--- src/rtl/dram_access_arbiter.sv ---
// Arbitrates the single DRAM burst command port between the high-priority frame
// prefetch reads and the image-load writes, with write anti-starvation and per-direction credit limits.
module dram_access_arbiter #(
   parameter int DRAM_ADDR_WIDTH    = 39,
   parameter int MAX_OUTSTANDING_RD = 4,
   parameter int MAX_OUTSTANDING_WR = 4,
   parameter int WRITE_STARVE_LIMIT = 4
) (
   input  logic                       s_axi_aclk,
   input  logic                       s_axi_aresetn,
   input  logic                       rd_req_valid,
   input  logic [DRAM_ADDR_WIDTH-1:0] rd_req_addr,
   input  logic [7:0]                 rd_req_len,
   output logic                       rd_req_ready,
   input  logic                       wr_req_valid,
   input  logic [DRAM_ADDR_WIDTH-1:0] wr_req_addr,
   input  logic [7:0]                 wr_req_len,
   output logic                       wr_req_ready,
   output logic                       mem_cmd_valid,
   input  logic                       mem_cmd_ready,
   output logic                       mem_cmd_write,
   output logic [DRAM_ADDR_WIDTH-1:0] mem_cmd_addr,
   output logic [7:0]                 mem_cmd_len,
   input  logic                       mem_rd_valid,
   input  logic                       mem_rd_last,
   input  logic                       mem_wr_done,
   output logic                       rd_busy,
   output logic                       wr_busy,
   output logic                       err_underflow
);

   localparam int RD_CW = $clog2(MAX_OUTSTANDING_RD + 1);
   localparam int WR_CW = $clog2(MAX_OUTSTANDING_WR + 1);
   localparam int SW    = $clog2(WRITE_STARVE_LIMIT + 1);
   localparam logic [RD_CW-1:0] RD_MAX     = RD_CW'(MAX_OUTSTANDING_RD);
   localparam logic [WR_CW-1:0] WR_MAX     = WR_CW'(MAX_OUTSTANDING_WR);
   localparam logic [SW-1:0]    STARVE_MAX = SW'(WRITE_STARVE_LIMIT);

   typedef enum logic {ST_IDLE = 1'b0, ST_ISSUE = 1'b1} state_e;

   state_e                     state_q, state_d;
   logic                       cmd_write_q, cmd_write_d;
   logic [DRAM_ADDR_WIDTH-1:0] cmd_addr_q, cmd_addr_d;
   logic [7:0]                 cmd_len_q, cmd_len_d;
   logic [RD_CW-1:0]           rd_cnt_q, rd_cnt_d;
   logic [WR_CW-1:0]           wr_cnt_q, wr_cnt_d;
   logic [SW-1:0]              starve_q, starve_d;
   logic                       err_q, err_d;

   logic rd_elig, wr_elig, arb_en, grant_rd, grant_wr;
   logic cmd_hs, rd_inc, rd_dec, wr_inc, wr_dec, rd_uflow, wr_uflow;

   // Grants are gated by reset so no requester sees an acceptance while the block is held in reset.
   always_comb begin
      rd_elig  = rd_req_valid && (rd_cnt_q < RD_MAX);
      wr_elig  = wr_req_valid && (wr_cnt_q < WR_MAX);
      arb_en   = s_axi_aresetn && (state_q == ST_IDLE);
      grant_wr = arb_en && wr_elig && ((starve_q == STARVE_MAX) || !rd_elig);
      grant_rd = arb_en && rd_elig && !grant_wr;
   end

   always_comb begin
      cmd_hs = (state_q == ST_ISSUE) && mem_cmd_ready;
      rd_inc = cmd_hs && !cmd_write_q;
      wr_inc = cmd_hs && cmd_write_q;
      rd_dec = mem_rd_valid && mem_rd_last;
      wr_dec = mem_wr_done;
   end

   // NOTE: every signal driven here gets a default first, so no path leaves one unassigned and no latch is inferred.
   always_comb begin
      rd_cnt_d = rd_cnt_q;
      rd_uflow = 1'b0;
      if (rd_inc && !rd_dec) begin
         rd_cnt_d = rd_cnt_q + 1'b1;
      end else if (rd_dec && !rd_inc) begin
         if (rd_cnt_q == '0) rd_uflow = 1'b1;
         else                rd_cnt_d = rd_cnt_q - 1'b1;
      end

      wr_cnt_d = wr_cnt_q;
      wr_uflow = 1'b0;
      if (wr_inc && !wr_dec) begin
         wr_cnt_d = wr_cnt_q + 1'b1;
      end else if (wr_dec && !wr_inc) begin
         if (wr_cnt_q == '0) wr_uflow = 1'b1;
         else                wr_cnt_d = wr_cnt_q - 1'b1;
      end

      err_d = err_q || rd_uflow || wr_uflow;
   end

   always_comb begin
      starve_d = starve_q;
      if (!wr_req_valid || grant_wr) begin
         starve_d = '0;
      end else if (grant_rd && (starve_q != STARVE_MAX)) begin
         starve_d = starve_q + 1'b1;
      end
   end

   always_comb begin
      state_d     = state_q;
      cmd_write_d = cmd_write_q;
      cmd_addr_d  = cmd_addr_q;
      cmd_len_d   = cmd_len_q;
      case (state_q)
         ST_IDLE: begin
            if (grant_rd || grant_wr) begin
               state_d     = ST_ISSUE;
               cmd_write_d = grant_wr;
               cmd_addr_d  = grant_wr ? wr_req_addr : rd_req_addr;
               cmd_len_d   = grant_wr ? wr_req_len : rd_req_len;
            end
         end
         ST_ISSUE: begin
            if (mem_cmd_ready) state_d = ST_IDLE;
         end
         default: state_d = ST_IDLE;
      endcase
   end

   // NOTE: state registers use non-blocking assignments so every flop samples pre-edge values.
   always_ff @(posedge s_axi_aclk or negedge s_axi_aresetn) begin
      if (!s_axi_aresetn) begin
         state_q     <= ST_IDLE;
         cmd_write_q <= 1'b0;
         cmd_addr_q  <= '0;
         cmd_len_q   <= '0;
         rd_cnt_q    <= '0;
         wr_cnt_q    <= '0;
         starve_q    <= '0;
         err_q       <= 1'b0;
      end else begin
         state_q     <= state_d;
         cmd_write_q <= cmd_write_d;
         cmd_addr_q  <= cmd_addr_d;
         cmd_len_q   <= cmd_len_d;
         rd_cnt_q    <= rd_cnt_d;
         wr_cnt_q    <= wr_cnt_d;
         starve_q    <= starve_d;
         err_q       <= err_d;
      end
   end

   assign rd_req_ready  = grant_rd;
   assign wr_req_ready  = grant_wr;
   assign mem_cmd_valid = (state_q == ST_ISSUE);
   assign mem_cmd_write = cmd_write_q;
   assign mem_cmd_addr  = cmd_addr_q;
   assign mem_cmd_len   = cmd_len_q;
   assign rd_busy       = (rd_cnt_q != '0) || ((state_q == ST_ISSUE) && !cmd_write_q);
   assign wr_busy       = (wr_cnt_q != '0) || ((state_q == ST_ISSUE) && cmd_write_q);
   assign err_underflow = err_q;

endmodule

--- config.mk ---
export PLATFORM = sky130hd
export DESIGN_NAME = dram_access_arbiter
export DESIGN_NICKNAME = d
export VERILOG_FILES = /design/src/rtl/dram_access_arbiter.sv
export SDC_FILE = /design/constraint.sdc
export NUM_CORES = 1
export LEC_CHECK = 0
export ABC_CLOCK_PERIOD_IN_PS = 3300
export CELL_PAD_IN_SITES_DETAIL_PLACEMENT = 0
export CELL_PAD_IN_SITES_GLOBAL_PLACEMENT = 2
export CORE_MARGIN = 2
export CORE_UTILIZATION = 25
export CTS_BUF_LIST = sky130_fd_sc_hd__clkbuf_8
export DETAILED_ROUTE_END_ITERATION = 8
export HOLD_SLACK_MARGIN = 0.03
export PLACE_DENSITY_LB_ADDON = 0.1
export SYNTH_ARGS = -nofsm -noshare
export SYNTH_HDL_FRONTEND = slang
export SYNTH_SLANG_ARGS = --single-unit
--- constraint.sdc ---
create_clock -name s_axi_aclk -period 3.3 [get_ports s_axi_aclk]
set_clock_uncertainty 0.05 [all_clocks]
set_input_delay 0.495 -clock s_axi_aclk [delete_from_list [all_inputs] [get_ports s_axi_aclk]]
set_output_delay 0.495 -clock s_axi_aclk [all_outputs]
set_load 0.05 [all_outputs]
==> impl_metrics.csv, run 1 <==
group,metric,value,unit
run_status,status,"completed",
worst_setup_path,arrival,2.05,ns
timing,hold_slack,0.155,ns
route,post_drt_wl_per_cell,16.7,µm
logic_synthesis,async_flop_share,1.00,
power,ir_worst_vdd,0.405,mV
route,postRouteAntennaNets,0,
floorplan,die_h,110,µm
global_route,grt_max_degree,35,
global_route,met3_usage,0.0470,
clock_tree,ctsResizeCount,0,
clock_tree,clkTransAtPathRegs,0.07,ns
clock_tree,clkLatencyLatePin,0.33,ns
logic_synthesis,synth.most_common_cell,"dfrtp_1",
logic_synthesis,synth.area.top_cells,"dfrtp_1 (53%), a222oi_1 (17%), inv_1 (7.5%), ha_1 (4.5%), nor3_1 (1.6%)",
logic_synthesis,syn-cell-area,2810,µm²
worst_setup_path,cp.required,2.75,ns
worst_setup_path,reg2reg_depth,5,
route,wl,9240,µm
global_route,grt_pass1_vias,2846,
clock_tree,post_cts_buffers,0,
timing,fmax,385,MHz
power,power,4610,µW
worst_setup_path,crit_fanout,33,
logic_synthesis,synth_cell_types,33,
global_route,gr-usage-all-layers,0.157,
worst_setup_path,r2r-start,"mem_cmd_valid$_DFF_PN0_",
timing,fin_crit_sh,0.786,
logic_synthesis,synth_common_cells,"dfrtp_1 (59), inv_1 (56), a222oi_1 (47)",
route,dr_total_vias,2665,
place,place_area,4510,µm²
floorplan,num_rows,38,
global_route,use_met1,0.191,
clock_tree,clock_sinks,59,
route,firstDrtPassIters,8,
clock_tree,h-tree-depth,3,
clock_tree,tritoncts,"done",
logic_synthesis,synth.net_count,365,
logic_synthesis,synthFlopType,"dfrtp_1",
finish,final_layout_size_suffix_gt1_frac,0.0775,
timing,hold_viol,0,
job,maxCapViolCount,0,
power,p_per_area,969,nW/µm²
logic_synthesis,synth_edf_count,0,
logic_synthesis,ys_seq_elements,59,
logic_synthesis,synth_warnings,0,
floorplan,core_region_area,10900,µm²
timing,rsz0062_at_grt,"false",
finish,post-route-util,0.437,
logic_synthesis,syn-instance-count,253,
global_route,antenna_found_initial,0,
route,vias_per_cell,4.82,
clock_tree,ctsHoldBuffers,0,
logic_synthesis,synth.top_cell.area_share,0.525,
worst_setup_path,crit_type,"in2out",
timing,worstMarginPinSlew,0.618,ns
floorplan,ioPinCount,156,
global_route,grt-ovfl-total,0,
logic_synthesis,avgSynthCellArea,11.1,µm²
logic_synthesis,synth_area_leader_cell,"dfrtp_1",
global_route,grt_pass1_wl,14500,µm
logic_synthesis,ys_seq_area_frac,0.525,
timing,fin_crit,2.59,ns
global_route,use_met2,0.264,
timing,fin_tns_setup,0,ns
timing,setup_viol,0,
clock_tree,root_buffer,"clkbuf_8",
route,drtIter0Drc,262,
timing,drv_slew,0,
floorplan,dieArea,12100,µm²
worst_setup_path,start_kind,"input pin",
finish,diodes,0,
floorplan,die_x,110,µm
finish,final_area,4760,µm²
worst_setup_path,r2r-end,"mem_cmd_len[6]$_DFFE_PN0P_",
global_route,grt-busiest-layer,"met2",
min_path,hp-class,"in2async",
timing,relSlewSlack,0.586,
finish,final_nets,520,
place,port_buffers,155,
floorplan,start_util,0.258,
place,place_hpwl,6480,µm
worst_setup_path,crit_path_end_kind,"primary output",
worst_setup_path,r2r_slack,1.10,ns
place,gp_routability_congestion,0.728,
power,leakage,0.00222,µW
clock_tree,numCtsBuffers,9,
route,route.detailed.drc,0,
finish,area_growth,69.2,%
clock_tree,cts_max_path_buffers,2,
-- area by class of cell --
cell class / count / area (µm²)
Fill cell: 1081 / 6130
Multi-Input combinational cell: 120 / 1020
Clock buffer: 10 / 138
Sequential cell: 59 / 1480
Clock inverter: 6 / 104
Tap cell: 140 / 175
Timing Repair Buffer: 161 / 1620
Inverter: 57 / 214
-- per-stage QoR --
stage                     std cells  setup slack [ns]
final                           553             0.706
after global routing            553             0.567
after CTS                       553             0.666
after detailed placement        537             0.656
after global placement          537             0.692
after floorplan                 253             0.865
-- critical path, stage by stage --
cell and delay [ns]:
clkdlybuf4s50_1 0.46, nor2b_2 0.32, o311a_4 0.57, buf_12 0.20
-- cell usage in the layout (no fill, tap or decap), types with 3 or more instances in the layout --
cell               n
inv_1             57
clkbuf_8          10
bufinv_16          3
nor3_1             9
dfrtp_1           59
a222oi_1          47
nand3_1            3
nor2_1             6
a21oi_1            3
buf_4              5
o32ai_1            3
nand2_1           11
buf_12             3
clkdlybuf4s50_1  152
ha_1              10
a21o_1             3
-- sequential cells by signal, indices dropped and copies added, names as in the netlist --
name / cells
rd_cnt_q: 3
mem_cmd_valid: 1
starve_q: 3
mem_cmd_addr: 39
err_underflow: 1
wr_cnt_q: 3
mem_cmd_len: 8
mem_cmd_write: 1
-- logic make-up (layout without fill, tap and decap cells) --
family / count (synthesis) / after routing / synth area share
buf+inv: 74 / 234 / 0.114
compound gates: 68 / 68 / 0.233
flops: 59 / 59 / 0.525
simple gates: 36 / 36 / 0.0614
fa+ha+maj: 10 / 10 / 0.0445
mux: 4 / 4 / 0.0151
xor+xnor: 2 / 2 / 0.00623
-- routing by layer --
metal  vias to the layer above  part of all wire
met2                       112              0.48
met5                         -                 0
met1                      1286              0.41
met3                        10             0.096
li1                       1257                 -
met4                         0             0.012
-- power breakdown --
part / switching, µW / internal (µW) / leakage [µW]
clock: 286 / 517 / 0.000127
sequential: 236 / 1040 / 0.000733
combinational: 1600 / 930 / 0.00136
-- worst max-delay path by stage --
| stage | startpoint | to | depth (start not counted) |
|---|---|---|---|
| final | rd_req_valid | rd_req_ready | 4 |
| after global routing | mem_cmd_valid$_DFF_PN0_ | rd_req_ready | 3 |
| after CTS | mem_cmd_valid$_DFF_PN0_ | rd_req_ready | 3 |
| after detailed placement | wr_req_valid | mem_cmd_addr[31]$_DFFE_PN0P_ | 6 |
| after global placement | wr_req_valid | mem_cmd_addr[31]$_DFFE_PN0P_ | 6 |
| after floorplan | mem_cmd_valid$_DFF_PN0_ | rd_busy | 2 |
(Power assumes the default switching activity.)
==> run 2, diff against run 1 <==
ABC_CLOCK_PERIOD_IN_PS = 2600   (was 3300)
CORE_UTILIZATION = 23   (was 25)
clock period = 2.6 ns   (was 3.3 ns; I/O delays follow)
==> run 2 against run 1 <==
- routed wire length decreased by 0.40%
- total power increased by 23%
- critical path depth increased by 2
- via count increased by 1.4%
- largest cell class unchanged
- setup slack got worse by 0.57 ns
- register-to-register slack got worse by 0.58 ns
==> impl_metrics.csv, run 2 (synthesis results as in run 1) <==
group,metric,value,unit
power,p_per_area,1180,nW/µm²
timing,fmax,406,MHz
timing,relSlewSlack,0.489,
finish,largest_reg_flops,39,
finish,post-route-util,0.400,
global_route,grt_max_degree,58,
clock_tree,root_buffer,"clkbuf_8",
finish,final_layout_size_suffix_gt1_frac,0.0839,
power,power_frac_clock,0.138,
clock_tree,clock_sinks,59,
power,sw_frac_of_total,0.478,
worst_setup_path,slowest_delay,0.53,ns
clock_tree,h-tree-depth,3,
route,post_drt_wl_per_cell,16.3,µm
timing,fin_crit,2.46,ns
worst_setup_path,arrival,2.02,ns
global_route,met3_usage,0.0699,
route,postRouteAntennaNets,0,
route,wl,9200,µm
global_route,gr-usage-all-layers,0.146,
timing,hold_viol,0,
finish,final_area,4780,µm²
place,port_buffers,155,
timing,drv_slew,0,
finish,layout_commonest_cell,"clkdlybuf4s50_1",
clock_tree,clkLatencyLatePin,0.34,ns
floorplan,dieArea,13100,µm²
run_status,status,"completed",
worst_setup_path,cp.required,2.16,ns
floorplan,num_rows,40,
timing,fin_crit_sh,0.947,
clock_tree,numCtsBuffers,9,
global_route,grt-ovfl-total,0,
global_route,grt-busiest-layer,"met2",
finish,final_nets,525,
power,p_switching,2700,µW
timing,fin_tns_setup,0,ns
route,dr_total_vias,2701,
floorplan,die_x,115,µm
worst_setup_path,crit_type,"in2out",
global_route,use_met2,0.242,
global_route,grt_pass1_wl,14600,µm
timing,rsz0062_at_grt,"false",
finish,final_cell_count_no_fill,564,
finish,layout_common_cells,"clkdlybuf4s50_1 (152), dfrtp_1 (59), inv_1 (57)",
worst_setup_path,path_cells,"dlygate4sd3_1 -> buf_2 -> nand2b_1 -> a2111oi_4 -> buf_12 -> buf_12",
clock_tree,clkTransAtPathRegs,0.07,ns
global_route,use_met1,0.165,
place,place_area,4590,µm²
finish,fill_cells,1140,
place,gp_routability_congestion,0.719,
worst_setup_path,crit_fanout,22,
worst_setup_path,crit_path_end_kind,"primary output",
global_route,antenna_found_initial,0,
power,leakage,0.00223,µW
timing,hold_slack,0.361,ns
floorplan,start_util,0.235,
finish,area_growth,70.1,%
worst_setup_path,crit_slowest_cell,"dlygate4sd3_1",
timing,worstMarginPinSlew,0.767,ns
place,place_hpwl,6300,µm
route,route.detailed.drc,0,
route,drtIter0Drc,254,
global_route,grt_pass1_vias,2792,
power,pwr-share-seq,0.288,
timing,setup_viol,0,
power,p_int,2950,µW
clock_tree,cts_max_path_buffers,2,
route,firstDrtPassIters,6,
worst_setup_path,start_kind,"input pin",
floorplan,core_region_area,12000,µm²
clock_tree,tritoncts,"done",
power,pwr-share-comb,0.574,
worst_setup_path,r2r_slack,0.52,ns
floorplan,ioPinCount,156,
min_path,hp-class,"in2async",
floorplan,die_h,115,µm
finish,diodes,0,
worst_setup_path,crit_top_cell,"buf_12",
route,vias_per_cell,4.79,
job,maxCapViolCount,0,
place,dpl.cell_count,548,
power,ir_worst_vdd,0.547,mV
==> run 2: cell count changes in the layout (fill, tap and decap cells not counted) <==
cell           change
buf_4              +1
dlygate4sd3_1      +1
bufinv_16          -3
clkbuf_8           +2
buf_12             +3
==> run 2: timing repair <==
| action | 4_1_cts | 5_1_grt |
|---|---|---|
| hold endpoints to repair | 2 | 0 |
| buffers inserted | 0 | 0 |
| gates resized for setup | 0 | 0 |
| hold buffers | 1 | 0 |
| setup endpoints to repair | 0 | 0 |
==> run 2: power by group through the flow <==
stage | Clock (µW) | Combinational, µW | Sequential [µW]
final | 777 | 3240 | 1620
after floorplan | 0 | 888 | 2810
after global routing | 869 | 3450 | 1690
after CTS | 825 | 3290 | 1630
after global placement | 0 | 3280 | 1630
after detailed placement | 0 | 3280 | 1630
==> run 2: routing by layer <==
metal / routed length (µm) / part of all wire
met1: 3650 / 0.40
met2: 4620 / 0.50
met3: 833 / 0.091
met4: 93 / 0.010
met5: 0 / 0
==> run 2: path summary, 6_finish.rpt <==
| kind | start | to | depth (start not counted) |
|---|---|---|---|
| setup / recovery | s_axi_aresetn | wr_req_ready | 6 |
| hold / removal | s_axi_aresetn | rd_cnt_q[0]$_DFFE_PN0P_ | 2 |
| setup reg to reg | mem_cmd_write$_DFFE_PN0P_ | wr_cnt_q[2]$_DFFE_PN0P_ | 7 |
| hold reg to reg | mem_cmd_addr[24]$_DFFE_PN0P_ | mem_cmd_addr[24]$_DFFE_PN0P_ | 2 |
| max in group asynchronous | s_axi_aresetn | mem_cmd_addr[0]$_DFFE_PN0P_ | 3 |
| min in group s_axi_aclk | mem_cmd_addr[24]$_DFFE_PN0P_ | mem_cmd_addr[24]$_DFFE_PN0P_ | 2 |
==> run 2: area by class of cell <==
class,instances,area [µm²],share of cell area
Clock buffer,12,165,0.0346
Clock inverter,3,13.8,0.00288
Inverter,57,214,0.0448
Multi-Input combinational cell,120,1020,0.214
Sequential cell,59,1480,0.309
Tap cell,147,184,0.0385
Timing Repair Buffer,166,1700,0.356
==> run 2: critical path: cells and delay by family <==
kind	cells	cell delay [ns]
buf+inv	4	1.07
compound gates	1	0.42
simple gates	1	0.12
==> run 2: metrics by stage <==
stage / total power (µW) / setup slack (ns)
2_1_floorplan: 3700 / 0.270
3_3_place_gp: 4910 / 0.202
3_5_place_dp: 4910 / 0.150
4_1_cts: 5740 / 0.0912
5_1_grt: 6010 / 0.00193
6_report: 5640 / 0.137
